--- config.mk ---
export PLATFORM = sky130hd
export DESIGN_NAME = mux_sel_pipe
export DESIGN_NICKNAME = d
export VERILOG_FILES = /design/src/rtl/mux_sel_pipe.sv
export SDC_FILE = /design/constraint.sdc
export NUM_CORES = 1
export LEC_CHECK = 0
export CAP_MARGIN = 20
export CORE_UTILIZATION = 35
export DETAILED_ROUTE_END_ITERATION = 8
export GPL_ROUTABILITY_DRIVEN = 0
export PLACE_DENSITY = 0.73
export SETUP_SLACK_MARGIN = 0.05
export SLEW_MARGIN = 20
export SYNTH_ARGS = -nofsm -noshare
export SYNTH_HDL_FRONTEND = slang
export SYNTH_SLANG_ARGS = --single-unit
--- constraint.sdc ---
create_clock -name clk -period 1.2 [get_ports clk]
set_input_delay 0.18 -clock clk [delete_from_list [all_inputs] [get_ports clk]]
set_output_delay 0.18 -clock clk [all_outputs]
set_load 0.005 [all_outputs]
--- src/rtl/mux_sel_pipe.sv ---
// ----------------------------------------------------------------------------
// mux_sel_pipe
//
// Purpose:
//   N-way, WIDTH-bit registered selector with a valid/ready handshake on both
//   sides and a two-entry skid buffer. Each upstream transfer picks one of
//   NUM_IN candidate words by 'select' and queues it. The queue has two slots:
//   the main register, which drives data_out, and a skid register.
//
//   An out-of-range select queues DEFAULT_VAL with the sel_err sideband set.
//   in_ready is decoded purely from the state register. This means there is
//   no combinational path from out_ready to in_ready.
//
// Ports:
//   clk        in   1             rising-edge clock
//   rst        in   1             asynchronous, active-high reset
//   data_in    in   NUM_IN*WIDTH  packed candidates, word i at [i*WIDTH +: WIDTH]
//   select     in   SEL_W         word index, sampled with the upstream transfer
//   in_valid   in   1             upstream offers a word/select pair
//   in_ready   out  1             block can accept this cycle
//   data_out   out  WIDTH         registered selected word
//   out_valid  out  1             data_out/sel_err hold a valid entry
//   out_ready  in   1             downstream accepts this cycle
//   sel_err    out  1             current output came from an out-of-range select
// ----------------------------------------------------------------------------
module mux_sel_pipe #(
    parameter int                WIDTH       = 8,
    parameter int                NUM_IN      = 2,
    parameter int                SEL_W       = $clog2(NUM_IN),
    parameter logic [WIDTH-1:0]  DEFAULT_VAL = '0
) (
    input  logic                    clk,
    input  logic                    rst,
    input  logic [NUM_IN*WIDTH-1:0] data_in,
    input  logic [SEL_W-1:0]        select,
    input  logic                    in_valid,
    output logic                    in_ready,
    output logic [WIDTH-1:0]        data_out,
    output logic                    out_valid,
    input  logic                    out_ready,
    output logic                    sel_err
);

    // Occupancy of the two-slot buffer. The main register is always the older
    // entry when both slots are full.
    typedef enum logic [1:0] {
        EMPTY = 2'd0,
        ONE   = 2'd1,
        TWO   = 2'd2
    } state_t;

    state_t             r_state;
    state_t             w_nextState;

    logic [WIDTH-1:0]   r_mainData;
    logic               r_mainErr;
    logic [WIDTH-1:0]   r_skidData;
    logic               r_skidErr;

    logic [WIDTH-1:0]   w_entryData;
    logic               w_entryErr;

    logic               w_inFire;
    logic               w_outFire;
    logic               w_loadMainEntry;
    logic               w_loadMainSkid;
    logic               w_loadSkid;

    // Both handshake outputs are decoded from the state register alone.
    // As a result, downstream back-pressure never ripples combinationally
    // upstream.
    assign in_ready  = (r_state != TWO);
    assign out_valid = (r_state != EMPTY);
    assign data_out  = r_mainData;
    assign sel_err   = r_mainErr;

    assign w_inFire  = in_valid && in_ready;
    assign w_outFire = out_valid && out_ready;

    // Build the candidate entry as a one-hot compare mux rather than a
    // variable part-select. An unselected input word, even one that is X,
    // can then never leak into the result. Any select code with no matching
    // input falls through to the default. This covers the unused codes when
    // NUM_IN is not a power of two.
    always_comb begin
        w_entryData = DEFAULT_VAL;
        w_entryErr  = 1'b1;
        for (int i = 0; i < NUM_IN; i++) begin
            if (select == SEL_W'(i)) begin
                w_entryData = data_in[i*WIDTH +: WIDTH];
                w_entryErr  = 1'b0;
            end
        end
    end

    // Next-state and register-load decode.
    // When full, the upstream side is blocked by in_ready. Therefore TWO
    // only has to handle a drain, which moves the skid entry into main.
    always_comb begin
        w_nextState     = r_state;
        w_loadMainEntry = 1'b0;
        w_loadMainSkid  = 1'b0;
        w_loadSkid      = 1'b0;
        case (r_state)
            EMPTY: begin
                if (w_inFire) begin
                    w_nextState     = ONE;
                    w_loadMainEntry = 1'b1;
                end
            end
            ONE: begin
                if (w_inFire && w_outFire) begin
                    w_nextState     = ONE;
                    w_loadMainEntry = 1'b1;
                end else if (w_inFire) begin
                    w_nextState = TWO;
                    w_loadSkid  = 1'b1;
                end else if (w_outFire) begin
                    w_nextState = EMPTY;
                end
            end
            TWO: begin
                if (w_outFire) begin
                    w_nextState    = ONE;
                    w_loadMainSkid = 1'b1;
                end
            end
            default: begin
                w_nextState = EMPTY;
            end
        endcase
    end

    // State register. An asynchronous reset discards any held words.
    always_ff @(posedge clk or posedge rst) begin
        if (rst) begin
            r_state <= EMPTY;
        end else begin
            r_state <= w_nextState;
        end
    end

    // Main register. It only changes on a load. Its contents therefore stay
    // frozen while the output is stalled.
    always_ff @(posedge clk or posedge rst) begin
        if (rst) begin
            r_mainData <= '0;
            r_mainErr  <= 1'b0;
        end else if (w_loadMainEntry) begin
            r_mainData <= w_entryData;
            r_mainErr  <= w_entryErr;
        end else if (w_loadMainSkid) begin
            r_mainData <= r_skidData;
            r_mainErr  <= r_skidErr;
        end
    end

    // Skid register. It only captures when a new word arrives while main is
    // occupied and not draining.
    always_ff @(posedge clk or posedge rst) begin
        if (rst) begin
            r_skidData <= '0;
            r_skidErr  <= 1'b0;
        end else if (w_loadSkid) begin
            r_skidData <= w_entryData;
            r_skidErr  <= w_entryErr;
        end
    end

endmodule
=== Word-level counts from Yosys, hierarchy flattened ===
Index checks and enable logic that the tools add are counted.

* Memory bits (read-only): 0
* Latch bits: 0
* Flip-flop bits (word level): 19
* Memories kept: 0
* Bits in writable memories: 0
* Word-level logic and storage cells: 35

* Multiplexer cells: 18
* $mul: 0
* Equal/unequal tests: 6
* Shift-type cells: 0
* Div/mod/pow operators: 0
* Reductions and logical operators: 7
* $add $sub $neg: 0
* Magnitude comparators: 0
* Bitwise gates (word level): 0

{| class="wikitable"
|+ Operators by type and width
! cell !! count
|-
| 2-to-1 mux 8 bit || 3
|-
| 2-to-1 mux 2 bit || 5
|-
| 2-to-1 mux 1 bit || 8
|-
| != test 2 bit, second input constant || 3
|-
| case mux 2 bit (3 select lines) || 1
|-
| != test 4 bit, second input constant || 1
|-
| nonzero test 2 bit || 2
|-
| logical AND 1 bit || 3
|-
| AND reduction 3 bit || 1
|-
| == test 2 x 1 -> 1 bit, second input constant || 1
|-
| == test 2 bit, second input constant || 1
|-
| logical NOT 2 bit || 1
|-
| case mux 1 bit (2 select lines) || 1
|}

=== Longest topological paths before layout ===
* Depth after elaboration: 6
* Depth in mapped cells: 5
* Gate-level depth less buffers: 3

=== Worst setup path before layout ===
No wires, ideal clock.

* Kind: flip-flop to flip-flop
* Start: register r_state[0]
* End: register r_mainData[0], in the netlist data_out[0]
* Arrival time: 1.123 ns
* Stages on the path, launching flop included: 5
* Data required time: 1.072 ns
* Period minus slack after synthesis: 1.251 ns
* Setup time: 0.128 ns
* Path slack: -0.051 ns
* Path through: dfrtp_1 nor2b_1 or3b_1 buf_6 mux2i_1

* Longest elaborated chain between the ends: 6
* Elaborated cells on any way between the ends: 15
* Classes of those cells: eq/ne: 3; mux: 6; reduce/logical: 6

{| class="wikitable"
|+ Ends and longest elaborated chain
! item !! line !! source
|-
| start: declaration || 52 || <nowiki>state_t r_state;</nowiki>
|-
| start signal: assignment || 139 || <nowiki>r_state <= w_nextState;</nowiki>
|-
| != test 2 bit or nonzero test 2 bit (tied branches) || 72, 73 ||
|-
| logical AND 1 bit, on equally long branches || 77, 78 ||
|-
| logical AND 1 bit || 112 || <nowiki>if (w_inFire && w_outFire) begin</nowiki>
|-
| 2-to-1 mux 1 bit || 112 ||
|-
| case mux 1 bit (2 select lines) || 104 || <nowiki>case (r_state)</nowiki>
|-
| 2-to-1 mux 8 bit or nonzero test 2 bit (tied branches) || -- ||
|-
| end signal: assignment || 150 || <nowiki>r_mainData <= w_entryData;</nowiki>
|-
| end signal: assignment || 153 || <nowiki>r_mainData <= r_skidData;</nowiki>
|-
| end: declaration || 55 || <nowiki>logic [WIDTH-1:0] r_mainData;</nowiki>
|}

Several ways; a longest one is shown, not always the timed one.
A chain may end at the register's enable or synchronous reset.

=== Worst setup path after layout ===
* Start: register r_state[0]
* End: register r_mainData[6], in the netlist data_out[6]

The elaborated chain is that of the path after synthesis.

==> results.cfg <==
[floorplanning]
die_w_um = 52.0
start_util_pct = 38.4
fp.dieH_um = 52.0
rows = 17
num_io_pins = 32
core_sq_um = 2280
dieArea_sq_um = 2700

[timing]
layout_setup_ws_ps = -167
grt_setup_unrepaired = true
final.period_utilization_pct = 114
hold_viol = 0
fmax_mhz = 731
fin_skew_ps = 3.02
fin_tns_setup_ps = -2450
setup_viol = 19
min_period_ps = 1370
slew_viol_final = 0

[grt]
grt_util_all_layers_pct = 16.3
grt_antenna_before_repair = 0
grt_max_degree = 19
grt_pass1_vias = 723
overflow = 0
grt_pass1_wl_mm = 3.18

[status]
violations = setup timing
status = finished with violations

[min_path]
holdCritPathClass = primary input to asynchronous set/reset pin

[yosys]
synthArstFlopShare_pct = 100
synth_top_cell_area_share_pct = 51.5
synth.area.top_cells = dfrtp_1, mux2i_1, a21oi_1
avgSynthCellArea_sq_um = 11.7
synth-seq-cells = 18
netlist_area_sq_um = 875
synth_warnings = 0
yosys.area.top_type = dfrtp_1
seq_area_frac_synth_pct = 51.5
synthFlopType = dfrtp_1
synth_edf_count = 0
yosysMostFrequentCell = mux2i_1
synth_fp_nets = 96
synth_cell_types = 19
synth_common_cells = mux2i_1, dfrtp_1, a21oi_1, nor2_1
syn_inst = 75

[setup_path]
critical_path_arrival_ps = 1540
start_kind = flip-flop
required_ps = 1380
crit_path_end_kind = flip-flop
path_class = flip-flop to flip-flop
cp_max_fo = 8

[drt]
drc = 0
wl_per_cell_um = 12.8
drtAntennaViolNets = 0
detail_route.iter0.violations = 4
vias_per_cell = 4.81
vias = 721
dr.pass1.iters = 4
drt_wl_total_mm = 1.92

[cells_and_area]
n_fill_cell = 192
final_layout_size_suffix_gt1_share_pct = 26.2
n_antenna_cell = 0
nNetsFinal = 144
area_growth_pct = 59.8

[cts]
clock_latency_ps = 290
clockBufferDepth = 2
cts_buffers = 3
cts-root-buf = clkbuf_4
ctsHoldBuffers = 0
cts_tree = built
clock-sinks = 18
h-tree-depth = 1
clk_pin_slew_ps = 110

[power_and_ir_drop]
irDropWorstVdd_mv = 1.49
p_leak_nw = 0.697
powerDensity_nw_per_um2 = 1630

[placed_design]
numPortBuffers = 30
dp_slack_ps = -406
dp_hpwl_mm = 1.38

[flow_run]
drv_cap = 0
## worst paths after layout
check | from | end | slack, ps | cells after the start
setup / recovery | r_state[0]$_DFFE_PP0P_ | data_out[6]$_DFFE_PP0P_ | -170 | 4
hold / removal | rst | r_skidData[6]$_DFFE_PP0P_ | 200 | 3
setup reg to reg | r_state[0]$_DFFE_PP0P_ | data_out[6]$_DFFE_PP0P_ | -170 | 4
hold reg to reg | r_skidData[5]$_DFFE_PP0P_ | r_skidData[5]$_DFFE_PP0P_ | 540 | 2
max in group asynchronous | rst | r_state[1]$_DFFE_PP0P_ | 790 | 3
min in group clk | r_skidData[5]$_DFFE_PP0P_ | r_skidData[5]$_DFFE_PP0P_ | 540 | 2
## kinds of logic after synthesis
logic type | Yosys count | synth area share, %
XOR/XNOR | 1 | 1.00
buffers and inverters | 7 | 5.01
multiplexers | 24 | 27.5
AND/OR/NAND/NOR | 14 | 8.59
other | 1 | 0.429
flip-flops | 18 | 51.5
AO/OA/AOI/OAI | 10 | 6.01
## final cells by class
| type | instances | area (sq um) | share of cell area [%] |
|---|---|---|---|
| clock buffers | 4 | 36.3 | 2.60 |
| inverters | 1 | 3.75 | 0.269 |
| multi-input cells | 50 | 409 | 29.3 |
| flip-flops and latches | 18 | 452 | 32.3 |
| well taps | 28 | 35.0 | 2.51 |
| repair buffers | 49 | 462 | 33.0 |
## through the flow
stage	power [mW]	cells	hold WS (ps)	instance area (sq um)	utilization, %
floorplan	1.39	75	119	886	-
global placement	1.80	139	506	1270	56.0
detailed placement	1.82	139	517	1270	56.0
CTS	2.21	147	203	1360	59.7
global route	2.45	150	232	1400	61.4
finish	2.28	150	201	1400	61.4
## sequential cells by signal, indices dropped and copies added (netlist names)
register,count
data_out,8
r_state,2
r_skidData,8
## critical path, cell delays in order, from the launching register on
cell     delay (ps)
dfrtp_1         410
nor2b_4         140
or3b_1          410
buf_6           170
mux2i_1         120
## metal layers
metal / routed length (um) / global-route usage, % / vias up
li1: - / - / 351
met1: 780 / 18.3 / 352
met2: 1060 / 31.0 / 18
met3: 78 / 3.80 / 0
met4: 0 / 2.70 / 0
met5: 0 / 0 / -
## layout by cell type, fill, tap and decap left out
cell type        instances
a21oi_1                  8
buf_2                    1
buf_4                   13
buf_6                    7
clkbuf_4                 3
clkbuf_8                 1
clkdlybuf4s15_1          8
clkdlybuf4s50_1         20
conb_1                   1
dfrtp_1                 17
dfrtp_2                  1
inv_1                    1
mux2i_1                 23
mux2i_2                  1
nand2b_4                 1
nand3b_1                 1
nor2_1                   8
nor2b_4                  1
nor4bb_2                 1
o21ai_2                  1
o21bai_1                 1
or2_2                    1
or3b_1                   1
xnor2_1                  1
## power breakdown
| group | internal (mW) | switching [mW] | total (mW) |
|---|---|---|---|
| sequential | 0.856 | 0.141 | 0.997 |
| combinational | 0.586 | 0.329 | 0.915 |
| clock | 0.185 | 0.188 | 0.372 |
## timing repair
action | CTS | global route
endpoints found under the hold margin | 0 | 0
setup endpoints to repair | 27 | 27
resized for setup | 26 | 10
pin swaps | 1 | 0
setup buffers | 4 | 3
Note: power is estimated with default switching activity, not from simulation.
